### src/rtl/crc_pkg.sv
// Shared types and default sizes for the CRC image memory arbiter and its read-tag pipe.
package crc_pkg;
   localparam int CRC_ADDR_W = 10;
   localparam int CRC_DATA_W = 8;
   localparam int CRC_RD_LAT = 2;

   typedef enum logic [1:0] {ARB_IDLE, ARB_GNT_HOST, ARB_GNT_CRC} arb_state_t;
   typedef enum logic {SRC_HOST, SRC_CRC} src_t;

   typedef struct packed {
      logic valid;
      src_t src;
   } rd_tag_t;
endpackage

### src/rtl/crc_rd_tag_pipe.sv
// Delays a read tag by RD_LAT cycles so it lines up with the memory read data.
// No backpressure: one tag enters and one leaves every cycle.
module crc_rd_tag_pipe
   import crc_pkg::*;
#(
   parameter int RD_LAT = CRC_RD_LAT
) (
   input  logic    clk50m,
   input  logic    rst,
   input  rd_tag_t tag_i,
   output rd_tag_t tag_o
);
   rd_tag_t stage_q [RD_LAT];

   always_ff @(posedge clk50m or posedge rst) begin
      if (rst) begin
         for (int i = 0; i < RD_LAT; i++) stage_q[i] <= '0;
      end else begin
         stage_q[0] <= tag_i;
         for (int i = 1; i < RD_LAT; i++) stage_q[i] <= stage_q[i-1];
      end
   end

   assign tag_o = stage_q[RD_LAT-1];
endmodule

### src/rtl/crc_mem_arbiter.sv
// Round-robin share of the CRC image memory between host (rd/wr) and CRC fetch (rd); grant one cycle
// after request, read data RD_LAT cycles after grant; requesters hold req until gnt. Option: CRC_LOCK_EN.
module crc_mem_arbiter
   import crc_pkg::*;
#(
   parameter int ADDR_W = CRC_ADDR_W,
   parameter int DATA_W = CRC_DATA_W,
   parameter int RD_LAT = CRC_RD_LAT
) (
   input  logic              clk50m,
   input  logic              rst,
   input  logic              host_req,
   input  logic              host_we,
   input  logic [ADDR_W-1:0] host_addr,
   input  logic [DATA_W-1:0] host_wdata,
   output logic              host_gnt,
   output logic              host_rvalid,
   output logic [DATA_W-1:0] host_rdata,
   input  logic              crc_req,
   input  logic [ADDR_W-1:0] crc_addr,
   output logic              crc_gnt,
   output logic              crc_rvalid,
   output logic [DATA_W-1:0] crc_rdata,
   input  logic              crc_busy,
   output logic [ADDR_W-1:0] mem_addr,
   output logic              mem_we,
   output logic [DATA_W-1:0] mem_wdata,
   input  logic [DATA_W-1:0] mem_rdata,
   output logic [15:0]       conflict_cnt
);
   arb_state_t        state_q, state_d;
   src_t              last_q, last_d;
   logic [ADDR_W-1:0] addr_q, addr_d;
   logic [DATA_W-1:0] wdata_q, wdata_d;
   logic              we_q, we_d;
   logic [15:0]       conflict_q, conflict_d;
   logic [DATA_W-1:0] host_rdata_q, crc_rdata_q;
   logic              host_elig, crc_elig;
   logic              host_ret, crc_ret;
   rd_tag_t           tag_in, tag_out;

`ifdef CRC_LOCK_EN
   // Host writes wait while a CRC pass runs so the image stays stable; reads are harmless.
   assign host_elig = host_req && !(host_we && crc_busy);
`else
   logic unused_crc_busy;
   assign unused_crc_busy = crc_busy;
   assign host_elig = host_req;
`endif
   assign crc_elig = crc_req;

   always_comb begin
      state_d    = state_q;
      last_d     = last_q;
      addr_d     = addr_q;
      wdata_d    = wdata_q;
      we_d       = 1'b0;
      conflict_d = conflict_q;
      case (state_q)
         ARB_IDLE: begin
            if (host_elig && crc_elig && conflict_q != 16'hFFFF) conflict_d = conflict_q + 16'd1;
            if (host_elig && (!crc_elig || last_q == SRC_CRC)) begin
               state_d = ARB_GNT_HOST;
               last_d  = SRC_HOST;
               addr_d  = host_addr;
               wdata_d = host_wdata;
               we_d    = host_we;
            end else if (crc_elig) begin
               state_d = ARB_GNT_CRC;
               last_d  = SRC_CRC;
               addr_d  = crc_addr;
            end
         end
         default: state_d = ARB_IDLE;
      endcase
   end

   always_ff @(posedge clk50m or posedge rst) begin
      if (rst) begin
         state_q    <= ARB_IDLE;
         last_q     <= SRC_HOST;
         addr_q     <= '0;
         wdata_q    <= '0;
         we_q       <= 1'b0;
         conflict_q <= '0;
      end else begin
         state_q    <= state_d;
         last_q     <= last_d;
         addr_q     <= addr_d;
         wdata_q    <= wdata_d;
         we_q       <= we_d;
         conflict_q <= conflict_d;
      end
   end

   assign host_gnt     = (state_q == ARB_GNT_HOST);
   assign crc_gnt      = (state_q == ARB_GNT_CRC);
   assign mem_addr     = addr_q;
   assign mem_wdata    = wdata_q;
   assign mem_we       = we_q;
   assign conflict_cnt = conflict_q;

   always_comb begin
      tag_in.valid = crc_gnt || (host_gnt && !we_q);
      tag_in.src   = crc_gnt ? SRC_CRC : SRC_HOST;
   end

   crc_rd_tag_pipe #(.RD_LAT(RD_LAT)) u_tag_pipe (
      .clk50m (clk50m),
      .rst    (rst),
      .tag_i  (tag_in),
      .tag_o  (tag_out)
   );

   assign host_ret = tag_out.valid && (tag_out.src == SRC_HOST);
   assign crc_ret  = tag_out.valid && (tag_out.src == SRC_CRC);

   always_ff @(posedge clk50m or posedge rst) begin
      if (rst) begin
         host_rdata_q <= '0;
         crc_rdata_q  <= '0;
      end else begin
         if (host_ret) host_rdata_q <= mem_rdata;
         if (crc_ret)  crc_rdata_q  <= mem_rdata;
      end
   end

   // Returning data is passed straight through in its valid cycle, then held.
   assign host_rvalid = host_ret;
   assign crc_rvalid  = crc_ret;
   assign host_rdata  = host_ret ? mem_rdata : host_rdata_q;
   assign crc_rdata   = crc_ret  ? mem_rdata : crc_rdata_q;
endmodule

### config.mk
export PLATFORM = sky130hd
export DESIGN_NAME = crc_mem_arbiter
export DESIGN_NICKNAME = d
export VERILOG_FILES = /design/src/rtl/crc_pkg.sv /design/src/rtl/crc_rd_tag_pipe.sv /design/src/rtl/crc_mem_arbiter.sv
export SDC_FILE = /design/constraint.sdc
export NUM_CORES = 1
export LEC_CHECK = 0
export ABC_AREA = 1
export BUFFER_PORTS_ARGS = -buffer_cell sky130_fd_sc_hd__clkbuf_2
export CAP_MARGIN = 20
export CORE_ASPECT_RATIO = 0.8
export CORE_MARGIN = 8
export CORE_UTILIZATION = 47
export CTS_CLUSTER_DIAMETER = 200
export DETAILED_ROUTE_END_ITERATION = 10
export PLACE_DENSITY = 0.77
export REMOVE_ABC_BUFFERS = 1
export SLEW_MARGIN = 20
export SYNTH_ARGS = -nofsm -noshare
export SYNTH_HDL_FRONTEND = slang
export SYNTH_SLANG_ARGS = --single-unit
### constraint.sdc
create_clock -name clk50m -period 2.85 [get_ports clk50m]
set_input_delay 0.285 -clock clk50m [delete_from_list [all_inputs] [get_ports clk50m]]
set_output_delay 0.285 -clock clk50m [all_outputs]
set_load 0.1 [all_outputs]
==> flow_summary_export.csv, run 1 <==
group,metric,value,unit
run_status,status,"complete, no violations",
clock_network,clock_sinks,58,
detailed_routing,wl,6.25,mm
detailed_routing,first_pass_iters,4,
critical_path,slowest_stage,"clkbuf_2",
grt,track_usage,16.3,%
flow_run,max_cap_viol_count,0,
sta,finalClockSkew,0.00525,ns
critical_path,worstSetupPathType,"register to output port",
sta,hold_slack,0.158,ns
logic_synthesis,netlist_instances,327,
floorplan,die_w,99.4,µm
detailed_routing,vias,2366,
floorplan,fp.dieH,82.7,µm
clock_network,insertion_delay,0.32,ns
logic_synthesis,synth.cell_area,2620,µm²
place,globalplace.congestion,0.855,
sta,rsz0062_at_grt,"no",
critical_path,crit_arrival,1.86,ns
detailed_routing,drcViolationCount,0,
critical_path,cp_num_buf_inv,1,
grt,antenna_found_initial,0,
layout,nNetsFinal,469,
grt,grt_max_degree,41,
sta,finalCritPeriodShare,75.2,%
logic_synthesis,ys_seq_elements,58,
sta,setup_viol,0,
critical_path,cp_cell_sequence,"nand2_1 > o21ai_0 > clkbuf_2",
clock_network,root_buffer,"clkbuf_8",
clock_network,cts_buffer_depth,2,
critical_path,critical_path.max_stage_delay,0.52,ns
sta,period_minus_slack,2.14,ns
place,place_inst,479,
place,portBuffers,95,
layout,final_cell_count_no_fill,496,
critical_path,crit_fanout,17,
clock_network,path_clk_slew,0.06,ns
layout,drive_gt1_share,27.8,%
sta,layout_setup_ws,0.706,ns
clock_network,cts-resized-gates,0,
sta,maxSlewHeadroom,46.0,%
logic_synthesis,ys_seq_area_share,55.5,%
layout,antenna_cells,0,
grt,grt_pass1_vias,2369,
place,hpwlAfterDp,4.66,mm
layout,utilization,61.7,%
hold_path,min_path_type,"input port to register",
clock_network,postCtsSetupBuffers,0,
critical_path,ff2ff_path_depth,7,
floorplan,core,5410,µm²
grt,grt_pass1_wl,10.6,mm
sta,fmax,466,MHz
clock_network,cts_tree,"done",
detailed_routing,drt_iter0_markers,80,
sta,tightest_slew,0.805,ns
logic_synthesis,ys_types,23,
clock_network,cts_buffers,9,
clock_network,htreeDepth,3,
sta,hold_viol_final,0,
critical_path,cp_data_required_time,2.57,ns
detailed_routing,ant_nets,0,
floorplan,die_area,8220,µm²
grt,grt_overflow,0,
floorplan,start_util,48.4,%
critical_path,start_kind,"register",
clock_network,cts_hold_buf,1,
sta,finalMaxSlewViolations,0,
critical_path,path_delay_family,"buffers and inverters",
critical_path,endpoint_kind,"output port",
hold_path,holdPathStages,3,
critical_path,cp.depth,3,
detailed_routing,vias_per_cell,4.77,
logic_synthesis,syn_area_per_cell,8.00,µm²
floorplan,rows,24,
place,dp_slack,0.762,ns
layout,syn2layout_area_growth,27.5,%
logic_synthesis,yosysWarnings,0,
floorplan,boundaryPins,97,
detailed_routing,routedWlPerCell,12.6,µm
-- flip-flops by register name, indices dropped and copies added (netlist names) --
name / flops
last_q: 1
host_rdata_q: 8
crc_rdata_q: 8
mem_wdata: 8
u_tag_pipe.tag_o: 2
mem_addr: 10
u_tag_pipe.stage_q: 2
mem_we: 1
state_q: 2
conflict_cnt: 16
-- stage by stage --
step	instance area, µm²	TNS (ns)
after floorplan	2560	-34.78
after global placement	3130	0
after detailed placement	3130	0
after CTS	3330	0
after global routing	3330	0
final	3330	0
-- layer usage --
layer	track usage [%]	up-vias	part of all wire, %
met5	0	-	0
met1	19.0	1066	45
li1	-	1202	-
met4	7.68	0	1.7
met3	6.70	10	8.6
met2	26.1	88	45
-- path summary, 6_finish.rpt --
path | start | endpoint | slack [ns]
max in group asynchronous | rst | u_tag_pipe.tag_o[0]$_DFF_PP0_ | 1.53
worst max register to register | state_q[1]$_DFFE_PP0P_ | mem_addr[2]$_DFFE_PP0P_ | 0.77
worst min register to register | u_tag_pipe.stage_q[2]$_DFF_PP0_ | u_tag_pipe.tag_o[0]$_DFF_PP0_ | 0.35
worst min-delay path | host_wdata[5] | mem_wdata[5]$_DFFE_PP0P_ | 0.16
worst max-delay path | u_tag_pipe.tag_o[0]$_DFF_PP0_ | crc_rdata[2] | 0.71
min in group asynchronous | rst | mem_wdata[5]$_DFFE_PP0P_ | 0.50
-- layout make-up --
cell class                 instances  area, µm²
sequential                        58       1450
clock buffer                      14        163
clock inverter                     2       35.0
fill                             502       2070
tap                               65       81.3
inverter                          38        143
multi-input combinational        222        967
timing repair buffer              97        493
-- cells by family (layout without fill, tap and decap cells) --
logic type                 Yosys count  in the layout  share of synthesized area, %
AOI/OAI and AO/OA                   20             20                          3.92
xor gates and xnor gates             3              3                          1.00
adders and majority gates            1              1                         0.478
buffers and inverters               47            151                          7.51
DFF                                 58             58                          55.5
and+or+nand+nor                    198            198                          31.6
-- cells in the mapped netlist (all sizes together) --
library cell,count,area [µm²]
xor2,3,26.3
nand3b,1,7.51
o21bai,1,7.51
o21ai,17,85.1
inv,37,139
buf,6,42.5
ha,1,12.5
and3,1,6.26
nand2,138,521
nand4,1,6.26
dfrtp,58,1450
clkbuf,3,11.3
a21oi,2,10.0
nand3,33,170
nor2,24,115
clkinv,1,3.75
-- worst reg2reg max path: stages (launching register included) --
cell and delay, ns:
dfrtp_1 0.40, inv_2 0.06, nand2_1 0.12, inv_2 0.21, o21ai_1 0.33, nor2_1 0.66
nand2_1 0.14, nand3_1 0.10
-- cells in the final DEF (no fill, tap or decap) --
| cell type | Yosys | final |
|---|---|---|
| nand2_2 | 1 | 1 |
| xor2_1 | 3 | 3 |
| inv_1 | 33 | 32 |
| a21oi_1 | 2 | 2 |
| nor2_1 | 20 | 20 |
| dfrtp_1 | 58 | 58 |
| clkbuf_8 | 0 | 11 |
| buf_4 | 0 | 1 |
| inv_2 | 4 | 5 |
| bufinv_16 | 0 | 1 |
| o21bai_1 | 1 | 1 |
| nand3_1 | 32 | 32 |
| clkbuf_1 | 3 | 3 |
| and3_1 | 1 | 1 |
| nand3b_1 | 1 | 1 |
| o21ai_1 | 1 | 1 |
| nor2_2 | 1 | 1 |
| nor2_4 | 3 | 3 |
| clkbuf_2 | 0 | 95 |
| clkinv_2 | 0 | 1 |
| nand2_1 | 137 | 137 |
| ha_1 | 1 | 1 |
| nand3_2 | 1 | 1 |
| dlygate4sd3_1 | 0 | 1 |
| nand4_1 | 1 | 1 |
| o21ai_0 | 16 | 16 |
| clkinv_1 | 1 | 1 |
Power of run 1 is left out: the tool's default activity adds up to more than one toggle a clock period on the data nets, which glitch-free logic cannot reach.
==> run 2, diff against run 1 <==
Settings changed: ABC_AREA 1 to 0, PLACE_DENSITY 0.77 to 0.78.
Clock period 2.85 ns to 2 ns, I/O delays scaled along.
==> run 2 against run 1 <==
Effect of this change: first-iteration DRC count is 35% lower; routed wire length down 7.9%; via count shrank 24%.
==> flow_summary_export.csv, run 2 <==
group,metric,value,unit
sta,finalMaxSlewViolations,0,
floorplan,start_util,48.7,%
detailed_routing,routedWlPerCell,16.5,µm
logic_synthesis,yosysTopAreaCellShare,59.9,%
clock_network,insertion_delay,0.33,ns
clock_network,cts_buffer_depth,2,
clock_network,cts_buffers,9,
logic_synthesis,yosysWarnings,0,
critical_path,crit_arrival,1.71,ns
layout,final_cell_area,3350,µm²
place,globalplace.congestion,0.804,
critical_path,crit_fanout,9,
sta,layout_setup_ws,0.0911,ns
layout,syn2layout_area_growth,38.4,%
detailed_routing,vias,1798,
detailed_routing,wl,5.76,mm
critical_path,cp_num_buf_inv,1,
critical_path,cp_data_required_time,1.80,ns
clock_network,clock_sinks,58,
logic_synthesis,netlist_instances,178,
logic_synthesis,synth.area.top_cells,"dfrtp_1, mux2_2, a221o_1, nor2b_1, xnor2_1",
logic_synthesis,synth_top_area_cell,"dfrtp_1",
logic_synthesis,yosysMostFrequentCell,"dfrtp_1",
grt,antenna_found_initial,0,
floorplan,die_area,7720,µm²
grt,track_usage,16.1,%
detailed_routing,drcViolationCount,0,
logic_synthesis,ys_seq_area_share,59.9,%
grt,grt_pass1_wl,9.52,mm
clock_network,path_clk_slew,0.06,ns
logic_synthesis,syn_area_per_cell,13.6,µm²
layout,largest_reg_flops,16,
critical_path,path_delay_family,"multiplexers",
detailed_routing,drt_iter0_markers,52,
grt,grt_overflow,0,
sta,maxSlewHeadroom,57.7,%
run_status,status,"complete, no violations",
floorplan,rows,23,
critical_path,start_kind,"register",
logic_synthesis,synth_edf_count,0,
floorplan,core,4980,µm²
place,dp_slack,0.160,ns
sta,fmax,524,MHz
sta,finalClockSkew,0.00682,ns
layout,utilization,67.4,%
layout,antenna_cells,0,
logic_synthesis,synthFlopType,"dfrtp_1",
sta,period_minus_slack,1.91,ns
critical_path,endpoint_kind,"output port",
sta,rsz0062_at_grt,"no",
grt,grt_pass1_vias,1909,
hold_path,min_path_type,"input port to register",
logic_synthesis,ys_types,35,
floorplan,boundaryPins,97,
clock_network,htreeDepth,3,
flow_run,max_cap_viol_count,0,
sta,hold_viol_final,0,
clock_network,cts_tree,"done",
sta,tightest_slew,0.633,ns
floorplan,die_w,96.3,µm
layout,layout_commonest_cell,"clkbuf_2",
sta,setup_viol,0,
place,hpwlAfterDp,4.41,mm
logic_synthesis,async_flop_share,100,%
sta,finalCritPeriodShare,95.4,%
critical_path,worstSetupPathType,"register to output port",
critical_path,slowest_stage,"mux2_2",
layout,nNetsFinal,326,
grt,grt_max_degree,31,
detailed_routing,vias_per_cell,5.14,
logic_synthesis,ys_seq_elements,58,
sta,hold_slack,0.0874,ns
layout,nFillCells,390,
logic_synthesis,synth.cell_area,2420,µm²
floorplan,fp.dieH,80.2,µm
place,placedInstanceArea,3130,µm²
place,portBuffers,95,
detailed_routing,first_pass_iters,4,
logic_synthesis,synth_common_cells,"dfrtp_1, mux2_2, a221o_1, nor2b_1, nand2_1",
critical_path,critical_path.max_stage_delay,0.40,ns
layout,drive_gt1_share,50.7,%
detailed_routing,ant_nets,0,
layout,mostFrequentLayoutCells,"clkbuf_2, dfrtp_1, mux2_2, clkbuf_8",
critical_path,cp_cell_sequence,"nand2_1 > mux2_2 > clkbuf_4",
clock_network,root_buffer,"clkbuf_8",
run 2: cell types whose count changed after synthesis, sizes merged, moves of 7 or more:
cell	delta
nand2	-130
inv	-32
nand3	-26
mux2	+25
nor2	-19
o21ai	-17
a221o	+10
nor2b	+10
xnor2	+7
run 2: routing by layer:
layer,wire (µm),global-route usage [%],vias to the layer above
met5,0,0,-
met4,30,5.05,0
met3,604,8.10,4
met2,2640,24.1,81
met1,2490,19.7,863
li1,-,-,850
run 2: final cells by class:
| class | instances | area (µm²) | share of cell area [%] |
|---|---|---|---|
| well taps | 62 | 77.6 | 2.31 |
| multi-input cells | 109 | 926 | 27.6 |
| repair buffers | 100 | 683 | 20.4 |
| clock buffers | 14 | 163 | 4.85 |
| flip-flops and latches | 58 | 1450 | 43.3 |
| clock inverters | 2 | 35.0 | 1.04 |
| inverters | 5 | 18.8 | 0.559 |
run 2: cells by family after synthesis:
logic type / share of synthesized area, %
fa+ha+maj: 0.516
buf+inv: 1.91
simple gates: 15.2
mux: 11.8
compound gates: 5.63
flops: 59.9
xor+xnor: 5.06
run 2: path summary, 6_finish.rpt:
check                                                start  slack (ns)  depth (start not counted)                             to
min in group asynchronous                              rst        0.49                          3      host_rdata_q[7]$_DFF_PP0_
setup / recovery             u_tag_pipe.tag_o[0]$_DFF_PP0_        0.09                          3                   crc_rdata[2]
hold / removal                                     host_we        0.09                          2               mem_we$_DFF_PP0_
hold reg to reg            u_tag_pipe.stage_q[3]$_DFF_PP0_        0.35                          0  u_tag_pipe.tag_o[1]$_DFF_PP0_
max in group asynchronous                              rst        0.93                          4        mem_addr[1]$_DFFE_PP0P_
setup reg to reg               conflict_cnt[0]$_DFFE_PP0P_        0.16                          5    conflict_cnt[1]$_DFFE_PP0P_
run 2: metrics by stage:
stage                     TNS (ns)  cells
after global routing             0    350
after CTS                        0    350
final                            0    350
after floorplan             -20.12    172
after detailed placement         0    333
after global placement           0    333
run 2: what timing repair did:
| item | in CTS | in global routing |
|---|---|---|
| hold buffers | 1 | 0 |
| setup buffers | 0 | 0 |
| setup endpoints to repair | 8 | 0 |
| endpoints found under the hold margin | 28 | 0 |
| resized for setup | 8 | 0 |
Power of run 2 is left out for the same reason.
